**src/rtl/ws2812_strip_driver.sv**
```systemverilog
// WS2812 strip driver: reads one 24-bit {G,R,B} pixel per LED from a
// synchronous-read pixel store and shifts it out MSB first as T0H/T1H pulses,
// back-to-back across the whole chain, then holds the line low for the latch.
// The next pixel is prefetched into next_buf at the start of each pixel.
// Optional feature macro: WS2812_BRIGHTNESS_EN (adds bright[7:0] scaling).
module ws2812_strip_driver #(
  parameter int NUM_LEDS     = 60,
  parameter int T0H_CYC      = 4,
  parameter int T1H_CYC      = 12,
  parameter int BIT_CYC      = 16,
  parameter int RST_CYC      = 8192,
  parameter int AUTO_REFRESH = 0,
  parameter int AW           = (NUM_LEDS > 1) ? $clog2(NUM_LEDS) : 1
) (
  input  logic          clk,
  input  logic          rst_n,
  input  logic          start,
`ifdef WS2812_BRIGHTNESS_EN
  input  logic [7:0]    bright,
`endif
  output logic          pix_rd,
  output logic [AW-1:0] pix_addr,
  input  logic [23:0]   pix_data,
  output logic          dout,
  output logic          busy,
  output logic          done
);

  localparam int CW = (BIT_CYC > 2) ? $clog2(BIT_CYC) : 1;
  localparam int RW = (RST_CYC > 1) ? $clog2(RST_CYC + 1) : 1;

  localparam logic [1:0] S_IDLE  = 2'd0;
  localparam logic [1:0] S_FETCH = 2'd1;
  localparam logic [1:0] S_SEND  = 2'd2;
  localparam logic [1:0] S_LATCH = 2'd3;

  localparam logic [CW-1:0] T0H_W   = CW'(T0H_CYC);
  localparam logic [CW-1:0] T1H_W   = CW'(T1H_CYC);
  localparam logic [CW-1:0] CYC_END = CW'(BIT_CYC - 1);
  localparam logic [RW-1:0] RST_END = RW'(RST_CYC - 1);
  localparam logic [AW:0]   NLED    = (AW+1)'(NUM_LEDS);

  logic [1:0]    state_q, state_d;
  logic [23:0]   sh_q, sh_d;
  logic [23:0]   nbuf_q, nbuf_d;
  logic [CW-1:0] cyc_q, cyc_d;
  logic [4:0]    bit_q, bit_d;
  logic [AW-1:0] led_q, led_d;
  logic [RW-1:0] rcnt_q, rcnt_d;
  logic [AW-1:0] addr_q, addr_d;
  logic          rd_q, rd_d;
  logic          dout_q, dout_d;
  logic          busy_q, busy_d;
  logic          done_q, done_d;
  logic [23:0]   pix_fmt;

`ifdef WS2812_BRIGHTNESS_EN
  function automatic logic [7:0] scl(input logic [7:0] c, input logic [7:0] b);
    logic [16:0] p;
    p = {9'd0, c} * ({9'd0, b} + 17'd1);
    return p[15:8];
  endfunction
  // Scale each channel as the pixel is captured; bright is sampled per pixel.
  assign pix_fmt = {scl(pix_data[23:16], bright), scl(pix_data[15:8], bright),
                    scl(pix_data[7:0], bright)};
`else
  assign pix_fmt = pix_data;
`endif

  // Next-state logic: frame sequencing, bit timing, prefetch and latch count.
  always_comb begin
    state_d = state_q;
    sh_d    = sh_q;
    nbuf_d  = nbuf_q;
    cyc_d   = cyc_q;
    bit_d   = bit_q;
    led_d   = led_q;
    rcnt_d  = rcnt_q;
    addr_d  = addr_q;
    busy_d  = busy_q;
    rd_d    = 1'b0;
    case (state_q)
      S_IDLE: begin
        if (start) begin
          state_d = S_FETCH;
          busy_d  = 1'b1;
          rd_d    = 1'b1;
          addr_d  = '0;
        end
      end
      S_FETCH: begin
        sh_d    = pix_fmt;
        bit_d   = '0;
        cyc_d   = '0;
        led_d   = '0;
        state_d = S_SEND;
        if (NUM_LEDS > 1) begin
          rd_d   = 1'b1;
          addr_d = AW'(1);
        end
      end
      S_SEND: begin
        // Prefetched pixel arrives the cycle after its strobe.
        if (rd_q) nbuf_d = pix_fmt;
        if (cyc_q != CYC_END) begin
          cyc_d = cyc_q + 1'b1;
        end else begin
          cyc_d = '0;
          if (bit_q != 5'd23) begin
            bit_d = bit_q + 5'd1;
            sh_d  = {sh_q[22:0], 1'b0};
          end else if (({1'b0, led_q} + 1'b1) < NLED) begin
            bit_d = '0;
            sh_d  = nbuf_q;
            led_d = led_q + 1'b1;
            if (({1'b0, led_q} + (AW+1)'(2)) < NLED) begin
              rd_d   = 1'b1;
              addr_d = led_q + AW'(2);
            end
          end else begin
            state_d = S_LATCH;
            rcnt_d  = '0;
          end
        end
      end
      default: begin
        if (rcnt_q == RST_END) begin
          if (AUTO_REFRESH != 0) begin
            state_d = S_FETCH;
            rd_d    = 1'b1;
            addr_d  = '0;
          end else begin
            state_d = S_IDLE;
            busy_d  = 1'b0;
          end
        end else begin
          rcnt_d = rcnt_q + 1'b1;
        end
      end
    endcase
    done_d = (state_d == S_LATCH) && (rcnt_d == RST_END);
    dout_d = (state_d == S_SEND) && (cyc_d < (sh_d[23] ? T1H_W : T0H_W));
  end

  // State and output registers; reset clears everything and drops dout at once.
  always_ff @(posedge clk or negedge rst_n) begin
    if (!rst_n) begin
      state_q <= S_IDLE;
      sh_q    <= '0;
      nbuf_q  <= '0;
      cyc_q   <= '0;
      bit_q   <= '0;
      led_q   <= '0;
      rcnt_q  <= '0;
      addr_q  <= '0;
      rd_q    <= 1'b0;
      dout_q  <= 1'b0;
      busy_q  <= 1'b0;
      done_q  <= 1'b0;
    end else begin
      state_q <= state_d;
      sh_q    <= sh_d;
      nbuf_q  <= nbuf_d;
      cyc_q   <= cyc_d;
      bit_q   <= bit_d;
      led_q   <= led_d;
      rcnt_q  <= rcnt_d;
      addr_q  <= addr_d;
      rd_q    <= rd_d;
      dout_q  <= dout_d;
      busy_q  <= busy_d;
      done_q  <= done_d;
    end
  end

  assign pix_rd   = rd_q;
  assign pix_addr = addr_q;
  assign dout     = dout_q;
  assign busy     = busy_q;
  assign done     = done_q;

endmodule
```
**config.mk**
```make
export PLATFORM = sky130hd
export DESIGN_NAME = ws2812_strip_driver
export DESIGN_NICKNAME = d
export VERILOG_FILES = /design/src/rtl/ws2812_strip_driver.sv
export SDC_FILE = /design/constraint.sdc
export NUM_CORES = 1
export LEC_CHECK = 0
export CAP_MARGIN = 30
export CORE_ASPECT_RATIO = 0.6
export CORE_MARGIN = 8
export CORE_UTILIZATION = 45
export DETAILED_ROUTE_END_ITERATION = 8
export SLEW_MARGIN = 40
export SYNTH_ARGS = -nofsm -noshare
export SYNTH_HDL_FRONTEND = slang
export SYNTH_SLANG_ARGS = --single-unit
```
**constraint.sdc**
```tcl
create_clock -name clk -period 3.2 [get_ports clk]
set_input_delay 0.64 -clock clk [delete_from_list [all_inputs] [get_ports clk]]
set_output_delay 0.64 -clock clk [all_outputs]
set_load 0.02 [all_outputs]
```
==> results.py, run 1 <==
metrics = {
    "run_status": {
        "outcome": "finished clean",
    },
    "clock_network": {
        "clock_path_buffers": 2,
        "cts_resized": 0,
        "hold_buffers": 0,
        "htree_levels": 3,
        "post_cts_buffers": 0,
        "root_buffer": "clkbuf_16",
        "clock_latency_ns": 0.34,
        "cts_buffers": 9,
        "cts_tree": "done",
        "path_clk_slew_ns": 0.06,
        "clkSinkCount": 89,
    },
    "grt": {
        "grt_use_total": 0.1674,
        "grt_pass1_wl_mm": 17.89,
        "grt_overflow": 0,
        "antenna_found_initial": 0,
        "grt_max_degree": 54,
        "grt_pass1_vias": 3333,
    },
    "critical_path": {
        "cp_max_fo": 9,
        "r2r_cells": 8,
        "cpMaxStageDelayCell": "dfrtp_1",
        "crit_family": "compound AO/OA/AOI/OAI gates",
        "critPathBufInv": 0,
        "crit_start": "led_q[2]",
        "reg2reg_from": "led_q[2]",
        "endpoint_kind": "register",
        "critical_path.max_stage_delay_ns": 0.52,
        "cpMostUsedCell": "ha_1",
        "worst-endpoint-required_ns": 3.41,
        "r2r_slack_ns": 0.40,
        "worstPathCellList": "ha_1, a31oi_1, nor3_1, a2bb2oi_1, o21ai_0, a22oi_1, ha_1, a2111oi_0",
        "critPathLaunchType": "register",
        "crit_arrival_ns": 3.02,
        "worstSetupPathType": "register to register",
        "reg2reg_to": "dout",
    },
    "detailed_routing": {
        "route.detailed.drc": 0,
        "dr.first_iter.drc_count": 297,
        "dr.pass1.iters": 8,
        "wl_per_cell_um": 17.98,
        "wl_mm": 10.61,
        "drtAntennaViolNets": 0,
        "viasPerCell": 5.854,
        "vias": 3454,
    },
    "layout": {
        "fin_nets": 487,
        "drive_gt1_frac": 0.1516,
        "layout_common_cells": "89 x dfrtp_1, 49 x nand2_1, 35 x clkdlybuf4s50_1",
        "multi_input_area_mm2": 0.002079,
        "antenna_cells": 0,
        "area_growth_pct": 19.41,
        "regArea_mm2": 0.002227,
        "stdcell_area_mm2": 0.005328,
        "final_common_cell": "dfrtp_1",
        "fillers": 883,
    },
    "power_and_ir_drop": {
        "p_per_area_mw_per_mm2": 465.0,
        "ir_drop_v": 0.0003697,
        "p_leak_nw": 2.215,
    },
    "sta": {
        "setup-violations-final": 0,
        "period_needed_ns": 2.804,
        "final_hold_viol_count": 0,
        "final.period_utilization": 0.8763,
        "setup_tns_ns": 0,
        "rsz0062_at_grt": "no",
        "slew-limit-headroom": 0.5259,
        "clock_skew_ns": 0.005605,
        "tightest_slew_ns": 0.7112,
        "slew_violations": 0,
        "fmax_mhz": 356.6,
        "layout_setup_ws_ns": 0.3960,
        "hold_ws_ns": 0.3604,
    },
    "logic_synthesis": {
        "synthXorXnorAreaFrac": 0.01767,
        "synth_top_family_by_area": "compound AO/OA/AOI/OAI gates",
        "yosysWarnings": 0,
        "synth_fa_ha_area_frac": 0.03029,
        "async_flop_share": 1.000,
        "synth_simple_gate_area_frac": 0.1453,
        "syn-instance-count": 420,
        "synth-edff-count": 0,
        "ys.flop_type": "dfrtp_1",
        "syn_avg_cell_area_um2": 10.62,
        "syn_nets": 457,
        "synthMuxAreaShare": 0.08245,
        "ys_types": 55,
        "ys_seq_area_frac": 0.4992,
        "synth-seq-cells": 89,
        "synth_compound_area_frac": 0.1854,
        "synth_area_mm2": 0.004462,
    },
    "job": {
        "drv_cap": 0,
    },
    "placed_design": {
        "gp_congestion": 0.8832,
        "placed_area_mm2": 0.004985,
        "hpwl_mm": 7.060,
        "io_buffers": 36,
        "dp_worst_setup_slack_ns": 0.4148,
    },
    "floorplanning": {
        "fp.dieArea_mm2": 0.01346,
        "num_rows": 28,
        "initial_core_util": 0.4581,
        "core_mm2": 0.009739,
        "die_h_um": 93.13,
        "io_pins": 37,
        "die_x_um": 144.6,
    },
    "min_path": {
        "hold_class": "input pin to asynchronous set/reset pin",
    },
}
## worst reg2reg max path, delay by kind of cell, from the launching register on
kind / cells / cell delay, ns
AO/OA/AOI/OAI: 5 / 1.03
adder cells (fa/ha/maj): 2 / 0.63
flip-flops: 1 / 0.52
AND/OR/NAND/NOR: 1 / 0.51
## stage by stage
step	utilization	power, mW	std cells
6_report	0.5470	2.477	590
5_1_grt	0.5470	2.564	590
4_1_cts	0.5470	2.508	590
3_5_place_dp	0.5118	1.283	574
3_3_place_gp	0.5118	1.279	574
2_1_floorplan	-	1.211	420
## synth_stat cells (all sizes together), types with 3 or more instances
cell	number	area share
buf	7	0.010
mux2	30	0.076
o21ai	21	0.024
nand2	50	0.043
nor2	14	0.012
xnor2	5	0.0098
clkbuf	22	0.019
nor3	6	0.0067
nand4b	3	0.0059
nor4	3	0.0056
o31ai	25	0.042
nand4	11	0.015
ha	10	0.028
xor2	4	0.0079
mux2i	3	0.0067
and4	4	0.0079
or2	4	0.0056
a21oi	12	0.013
inv	13	0.011
a22o	6	0.012
a222oi	22	0.049
nand3	18	0.021
nand2b	4	0.0056
and3	3	0.0053
dfrtp	89	0.50
a31oi	3	0.0042
## metal layers
layer | GRT usage | wire length (µm)
met5 | 0 | 0
met4 | 0.04048 | 98
met3 | 0.04832 | 499
met1 | 0.2502 | 5598
met2 | 0.2306 | 4410
## area by class of cell
| class | count | share of cell area |
|---|---|---|
| inverter | 13 | 0.009159 |
| timing repair buffer | 48 | 0.08643 |
| multi-input combinational | 289 | 0.3903 |
| clock inverter | 7 | 0.02208 |
| tap | 135 | 0.03171 |
| clock buffer | 9 | 0.04227 |
| sequential | 89 | 0.4180 |
## power breakdown
group | leakage (nW) | internal [mW] | switching, mW | total (mW)
combinational | 0.932 | 0.0481 | 0.0427 | 0.0908
clock | 0.170 | 0.765 | 0.452 | 1.22
sequential | 1.11 | 1.15 | 0.0155 | 1.17
## registers in the layout, indices dropped and copies added (netlist names)
signal / count
busy: 1
cyc_q: 4
nbuf_q: 24
done: 1
led_q: 6
bit_q: 5
pix_addr: 6
state_q: 2
sh_q: 24
rcnt_q: 14
dout: 1
pix_rd: 1
## cells by family after synthesis
group | after synthesis
adders and majority gates | 11
and+or+nand+nor | 126
muxes | 33
buffers and inverters | 42
AOI/OAI and AO/OA | 110
xor gates and xnor gates | 9
DFF | 89
## how the worst max path moves through the flow
stage / end / cells past startpoint
2_1_floorplan: done / 8
3_3_place_gp: done / 8
3_5_place_dp: dout / 8
4_1_cts: dout / 8
5_1_grt: dout / 8
6_report: dout / 8
No activity file was read; power rests on OpenSTA's default activity.
==> inputs of run 2 (changes only) <==
CTS_CLUSTER_DIAMETER = 50   (was unset)
==> results of run 2 <==
The final DEF is identical to that of run 1; final timing and power are the same.
==> inputs of run 3 (changes only) <==
RECOVER_POWER = 100   (was unset)
==> results.py, run 3 (synthesis results as in run 1) <==
metrics = {
    "detailed_routing": {
        "route.detailed.drc": 0,
        "drtAntennaViolNets": 0,
        "dr.first_iter.drc_count": 280,
        "wl_mm": 10.60,
        "wl_per_cell_um": 17.97,
        "vias": 3505,
        "dr.pass1.iters": 6,
        "viasPerCell": 5.941,
    },
    "sta": {
        "setup_tns_ns": 0,
        "rsz0062_at_grt": "no",
        "fmax_mhz": 355.1,
        "slew_violations": 0,
        "hold_ws_ns": 0.4792,
        "final_hold_viol_count": 0,
        "tightest_slew_ns": 1.490,
        "clock_skew_ns": 0.005579,
        "period_needed_ns": 2.816,
        "layout_setup_ws_ns": 0.3839,
        "final.period_utilization": 0.8800,
        "slew-limit-headroom": 0.006709,
        "setup-violations-final": 0,
    },
    "critical_path": {
        "cp_max_fo": 23,
        "reg2reg_to": "sh_q[3]",
        "reg2reg_from": "led_q[2]",
        "r2r_slack_ns": 0.38,
        "endpoint_kind": "register",
        "worst-endpoint-required_ns": 3.36,
        "worstSetupPathType": "register to register",
        "critPathLaunchType": "register",
        "crit_arrival_ns": 2.98,
        "r2r_cells": 8,
    },
    "power_and_ir_drop": {
        "p_per_area_mw_per_mm2": 469.7,
        "p_total_mw": 2.472,
        "ir_drop_v": 0.0003689,
        "p_leak_nw": 2.214,
    },
    "job": {
        "drv_cap": 0,
    },
    "clock_network": {
        "root_buffer": "clkbuf_16",
        "clock_latency_ns": 0.34,
        "cts_resized": 0,
        "hold_buffers": 0,
        "clkSinkCount": 89,
        "htree_levels": 3,
        "post_cts_buffers": 0,
        "cts_tree": "done",
        "path_clk_slew_ns": 0.06,
        "cts_buffers": 9,
        "clock_path_buffers": 2,
    },
    "layout": {
        "layout_common_cells": "89 x dfrtp_1, 49 x nand2_1, 27 x mux2_2",
        "final_cells": 590,
        "area_growth_pct": 17.95,
        "fin_nets": 487,
        "fillers": 893,
        "drive_gt1_frac": 0.1319,
        "antenna_cells": 0,
        "final_common_cell": "dfrtp_1",
        "top_regs": "nbuf_q (24), sh_q (24), rcnt_q (14)",
    },
    "grt": {
        "grt_max_degree": 54,
        "antenna_found_initial": 0,
        "grt_overflow": 0,
        "grt_pass1_wl_mm": 17.89,
        "grt_pass1_vias": 3333,
        "grt_use_total": 0.1674,
    },
    "floorplanning": {
        "fp.dieArea_mm2": 0.01346,
        "die_x_um": 144.6,
        "num_rows": 28,
        "io_pins": 37,
        "core_mm2": 0.009739,
        "initial_core_util": 0.4581,
        "die_h_um": 93.13,
    },
    "placed_design": {
        "dp_worst_setup_slack_ns": 0.4148,
        "hpwl_mm": 7.060,
        "io_buffers": 36,
        "gp_congestion": 0.8832,
        "dpl.cell_count": 574,
    },
    "min_path": {
        "hold_path_end": "sh_q[16]",
        "hold_class": "register to register",
        "worstHoldPathCells": 2,
        "hold_path.startpoint": "sh_q[16]",
    },
    "run_status": {
        "outcome": "finished clean",
    },
}
[run 3: cell type report]
class                           count  area (µm²)  area share
Sequential cell                    89        2227      0.4232
Multi-Input combinational cell    289        2054      0.3904
Timing Repair Buffer               48       420.4     0.07989
Clock buffer                        9       225.2     0.04280
Tap cell                          135       168.9     0.03210
Clock inverter                      7       117.6     0.02235
Inverter                           13       48.80    0.009272
[run 3: report_power, final]
part           total (mW)  switching (mW)  internal (mW)
Combinational      0.0873          0.0417         0.0456
Sequential           1.17          0.0155           1.15
Clock                1.22           0.450          0.765
[run 3: worst max-delay path by stage]
stage	from	to	slack [ns]	depth (start not counted)
finish	led_q[2]	sh_q[3]	0.38	8
floorplan	led_q[1]	done	0.84	8
CTS	led_q[2]	dout	0.45	8
global route	state_q[0]	nbuf_q[16]	0.15	6
global placement	led_q[2]	done	0.59	8
detailed placement	led_q[2]	dout	0.41	8
[run 3: layer usage]
| layer | vias to the layer above | wire (µm) | GRT usage |
|---|---|---|---|
| li1 | 1658 | - | - |
| met1 | 1759 | 5578 | 0.2502 |
| met2 | 81 | 4403 | 0.2306 |
| met3 | 7 | 522 | 0.04832 |
| met4 | 0 | 98 | 0.04048 |
| met5 | - | 0 | 0 |
[run 3: critical path: stages (launching register included)]
cell	delay, ns
dfrtp_1	0.48
ha_1	0.30
nand3_1	0.14
o211ai_1	0.12
nor3_1	0.49
nor3_1	0.14
clkbuf_2	0.39
a222oi_1	0.45
o31ai_1	0.12
[run 3: per-stage QoR]
stage	area, µm²	utilization
CTS	5328	0.5470
finish	5263	0.5403
global route	5263	0.5403
global placement	4985	0.5118
detailed placement	4985	0.5118
floorplan	4462	-
